**src/rtl/wb_rr_arbiter_4.sv**
```systemverilog
// wb_rr_arbiter_4: four-master Wishbone round-robin arbiter with per-grant ack timeout
module wb_rr_arbiter_4 #(
    parameter int DATAW   = 32,
    parameter int ADDRW   = 20,
    parameter int TIMEOUT = 255
) (
    input  logic               clk,
    input  logic               rst_n,
    input  logic [3:0]         wbm_cyc_i,
    input  logic [3:0]         wbm_stb_i,
    input  logic [3:0]         wbm_we_i,
    input  logic [4*ADDRW-1:0] wbm_adr_i,
    input  logic [4*DATAW-1:0] wbm_dat_i,
    output logic [DATAW-1:0]   wbm_dat_o,
    output logic [3:0]         wbm_ack_o,
    output logic [3:0]         wbm_err_o,
    output logic               wbs_cyc_o,
    output logic               wbs_stb_o,
    output logic               wbs_we_o,
    output logic [ADDRW-1:0]   wbs_adr_o,
    output logic [DATAW-1:0]   wbs_dat_o,
    input  logic [DATAW-1:0]   wbs_dat_i,
    input  logic               wbs_ack_i,
    output logic [3:0]         gnt_o
);
    typedef enum logic [1:0] {IDLE, BUSY, ERR} state_t;
    localparam logic [7:0] TO = 8'(TIMEOUT);
    state_t      state_q;
    logic [3:0]  gnt_q, err_q;
    logic [1:0]  last_q, win;
    logic [7:0]  cnt_q, cnt_d;
    logic        busy, cyc_g, stb_g;
    // first requester after last_q, scanning downward so the nearest one is assigned last
    function automatic logic [1:0] pick(input logic [3:0] req, input logic [1:0] last);
        pick = last;
        for (int k = 4; k >= 1; k--)
            if (req[last + 2'(k)]) pick = last + 2'(k);
    endfunction
    assign win   = pick(wbm_cyc_i, last_q);
    assign cnt_d = cnt_q + 8'd1;
    assign busy  = state_q == BUSY;
    assign cyc_g = wbm_cyc_i[last_q];
    assign stb_g = wbm_stb_i[last_q];
    // slave side follows the owner only while BUSY; ERR and IDLE keep the slave quiet
    always_comb begin
        wbs_cyc_o = busy & cyc_g;
        wbs_stb_o = busy & stb_g;
        wbs_we_o  = busy & wbm_we_i[last_q];
        wbs_adr_o = busy ? wbm_adr_i[last_q*ADDRW +: ADDRW] : '0;
        wbs_dat_o = busy ? wbm_dat_i[last_q*DATAW +: DATAW] : '0;
        wbm_ack_o = busy ? gnt_q & {4{wbs_ack_i}} : 4'b0;
    end
    assign wbm_dat_o = wbs_dat_i;
    assign wbm_err_o = err_q;
    assign gnt_o     = gnt_q;
    // grant FSM; last_q doubles as the index of the current owner
    always_ff @(posedge clk or negedge rst_n) begin
        if (!rst_n) begin
            state_q <= IDLE;
            gnt_q   <= '0;
            last_q  <= 2'd3;
            cnt_q   <= '0;
            err_q   <= '0;
        end else begin
            err_q <= '0;
            case (state_q)
                IDLE: if (|wbm_cyc_i) begin
                    state_q <= BUSY;
                    gnt_q   <= 4'b1 << win;
                    last_q  <= win;
                    cnt_q   <= '0;
                end
                BUSY: if (!cyc_g) begin
                    state_q <= IDLE;
                    gnt_q   <= '0;
                    cnt_q   <= '0;
                end else if (wbs_ack_i || !stb_g) begin
                    cnt_q <= '0;
                end else if (cnt_d == TO) begin
                    state_q <= ERR;
                    err_q   <= gnt_q;
                    cnt_q   <= '0;
                end else begin
                    cnt_q <= cnt_d;
                end
                default: if (!cyc_g) begin
                    state_q <= IDLE;
                    gnt_q   <= '0;
                end
            endcase
        end
    end
endmodule
```
**config.mk**
```make
export PLATFORM = sky130hd
export DESIGN_NAME = wb_rr_arbiter_4
export DESIGN_NICKNAME = d
export VERILOG_FILES = /design/src/rtl/wb_rr_arbiter_4.sv
export SDC_FILE = /design/constraint.sdc
export NUM_CORES = 1
export LEC_CHECK = 0
export CORE_AREA = 5 5 134 136
export DETAILED_ROUTE_END_ITERATION = 10
export DIE_AREA = 0 0 139 141
export GPL_TIMING_DRIVEN = 0
export SLEW_MARGIN = 10
export SYNTH_ARGS = -nofsm -noshare
export SYNTH_HDL_FRONTEND = slang
export SYNTH_SLANG_ARGS = --single-unit
```
**constraint.sdc**
```tcl
create_clock -name clk -period 3.1 [get_ports clk]
set_input_delay 0.31 -clock clk [delete_from_list [all_inputs] [get_ports clk]]
set_output_delay 0.31 -clock clk [all_outputs]
set_load 0.01 [all_outputs]
```
==> results.tsv <==
stage	metric	value	unit
layout	fill_cells	1667	
critical_path	cp_slowest_stage_delay	0.63	ns
clock_network	insertion_delay	0.25	ns
sta	final-hold-violation-count	0	
min_path	hold_end	cnt_q[7]$_DFFE_PN0P_	
global_routing	grt_util_all_layers	15.15	%
clock_network	clk_pin_slew	0.06	ns
critical_path	crit_type	reg2out	
critical_path	critPathArrivalTime	2.55	ns
clock_network	clock_path_buffers	2	
detailed_routing	drc	0	
critical_path	ff2ff_path_depth	7	
critical_path	rr_startpoint	last_q[0]$_DFFE_PN1P_	
layout	area_growth	119.2	%
yosys	synthArstFlopShare	100.0	%
yosys	synth_top_area_cell	mux4_2	
job	max-cap-violations	0	
yosys	yosys_warnings	0	
floorplan	fp.dieW	139	um
sta	fin_crit_sh	92.25	%
layout	fin_util	39.36	%
clock_network	cts_sinks	20	
global_routing	grt_max_degree	21	
clock_network	cts_setup_buffers	0	
detailed_routing	wl_per_cell	19.15	um
yosys	synth_cells	280	
clock_network	root_buffer	clkbuf_16	
sta	timing.final.ws_setup	0.2402	ns
power_and_ir_drop	ir_drop	0.2358	mV
global_routing	grt_pass1_vias	4027	
run_status	status	finished, final reports clean	
yosys	synth_top_flop_cell	dfrtp_1	
sta	finalSetupViolations	0	
detailed_routing	wl	15.88	mm
sta	period_needed	2.860	ns
min_path	whs_path_depth	2	
placement	dp_hpwl	14.23	mm
sta	tightest_slew	0.9204	ns
yosys	synth_seq_cells	20	
layout	multi_input_area	2157	sq um
detailed_routing	firstDrtPassIters	6	
layout	final_cell_mix	321 x clkdlybuf4s50_1, 62 x and2_1, 55 x mux4_2	
global_routing	grt_pass1_wl	23.45	mm
detailed_routing	ant_nets	0	
yosys	netlist_area	3019	sq um
critical_path	reg2reg_to	cnt_q[6]$_DFFE_PN0P_	
critical_path	end_kind	primary output	
sta	max_freq	0.3497	GHz
global_routing	antenna_found_initial	4	
layout	final_common_cell	clkdlybuf4s50_1	
power_and_ir_drop	power.leakage	0.002499	uW
yosys	ys_seq_area_share	16.66	%
detailed_routing	vias	3613	
power_and_ir_drop	power	4090	uW
detailed_routing	via_per_inst	4.358	
global_routing	overflow	0	
clock_network	cts_buffers	3	
critical_path	required	2.79	ns
critical_path	crit_path_start	last_q[1]$_DFFE_PN1P_	
detailed_routing	drt_iter0_markers	69	
yosys	ys_top_cells_by_area	mux4_2 41%, dfrtp_1 15%, and2_1 13%, buf_4 8.0%, dfstp_2 1.7%	
placement	place_ws	-0.3630	ns
critical_path	slowest_stage	dfstp_2	
clock_network	cts_tree	done	
floorplan	die_y	141	um
placement	finalWeightedCongestion	0.8409	
floorplan	die_area	19600	sq um
yosys	synth_cell_types	36	
layout	drive_gt1_share	18.24	%
clock_network	postCtsHoldBufs	0	
critical_path	path_cells	clkbuf_4 -> clkbuf_2 -> mux4_2 -> and2_1 -> clkdlybuf4s50_1	
placement	io_buffers	321	
critical_path	worst_setup_path_start_kind	flip-flop	
layout	final_nets	861	
floorplan	core	16820	sq um
yosys	synth_edf_count	0	
floorplan	placement_rows	48	
yosys	synthesis.nets	537	
min_path	hp-start	cnt_q[7]$_DFFE_PN0P_	
power_and_ir_drop	cellPowerDensity	618.0	nW/um^2
critical_path	path_max_fanout	10	
yosys	synth_top_area_share	41.03	%
sta	rsz0062_at_grt	no	
sta	finalMaxSlewViolations	0	
yosys	syn-mean-instance-area	10.78	sq um
sta	slew-limit-headroom	38.45	%
clock_network	h-tree-depth	1	
sta	clock_skew	0.003943	ns
critical_path	reg2reg_slack	0.78	ns
floorplan	start_util	17.95	%
min_path	min_path_type	reg2reg	
floorplan	io_pins	354	
layout	ff_latch_area	503.0	sq um
[cells by family (layout without fill, tap and decap cells)]
family	after synthesis	in the layout	synth area share [%]
adder cells (fa/ha/maj)	2	2	0.8287
multiplexers	57	57	41.77
XOR/XNOR	2	2	0.5803
buffers and inverters	58	381	11.98
AO/OA/AOI/OAI	30	30	7.086
AND/OR/NAND/NOR	111	111	21.09
other	0	1	0
flip-flops	20	20	16.66
[worst max-delay path by stage]
stage	to	slack [ns]	cells past startpoint
2_1_floorplan	wbs_dat_o[10]	0.88	5
3_3_place_gp	wbs_dat_o[14]	-0.36	6
3_5_place_dp	wbs_dat_o[14]	-0.36	6
4_1_cts	wbs_adr_o[14]	-0.12	6
5_1_grt	wbs_dat_o[11]	0.09	5
6_report	wbs_dat_o[14]	0.24	5
[area by class of cell]
class                           instances  share of cell area (%)
Antenna cell                            1                 0.03781
Buffer                                 51                   5.350
Clock buffer                            4                   1.342
Inverter                                5                  0.2836
Multi-Input combinational cell        202                   32.59
Sequential cell                        20                   7.599
Tap cell                              225                   4.253
Timing Repair Buffer                  321                   48.54
[metal layers]
| layer | share of wire, % | up-vias | track usage (%) |
|---|---|---|---|
| li1 | - | 1678 | - |
| met1 | 35 | 1714 | 16.70 |
| met2 | 53 | 185 | 27.97 |
| met3 | 8.9 | 28 | 5.360 |
| met4 | 2.2 | 8 | 3.502 |
| met5 | 0.35 | - | 0 |
[cells in the mapped netlist, drive strengths merged, types with 2 or more instances]
library cell,count
and2,62
mux4,55
buf,41
dfrtp,18
clkbuf,12
nand2,12
nor2,9
o21ai,8
and3,6
nand2b,6
nand3,6
a22o,5
inv,5
o211ai,5
a21oi,3
nor2b,3
dfstp,2
ha,2
mux2,2
nor3,2
nor4,2
o21a,2
o221ai,2
[metrics by stage]
step                setup TNS [ns]  hold WS, ns  cells  area, sq um
finish                           0       0.5314    829         6619
global route                     0       0.5727    828         6616
CTS                         -3.080       0.5353    829         6610
detailed placement          -6.559       0.5216    826         6514
global placement            -6.651       0.5171    826         6514
floorplan                        0      0.01441    280         3019
[power by group]
group | internal [uW] | switching, uW | total (uW)
logic | 2040 | 1380 | 3420
clock network | 197 | 94.0 | 291
registers | 319 | 59.6 | 379
total | 2560 | 1530 | 4090
[repair_timing]
action                                  CTS  global route
endpoints found under the setup margin   53            48
resized for setup                         6             9
pin swaps                                 0             0
[registers in the layout (all words and copies together) (netlist names)]
register / count
cnt_q: 8
gnt_o: 4
last_q: 2
state_q: 2
wbm_err_o: 4
[critical path, delay by kind of cell, from the launching register on]
kind	cells	cell delay, ns
buf+inv	3	1.16
simple gates	1	0.17
mux	1	0.34
flops	1	0.63
(Power assumes the default switching activity.)
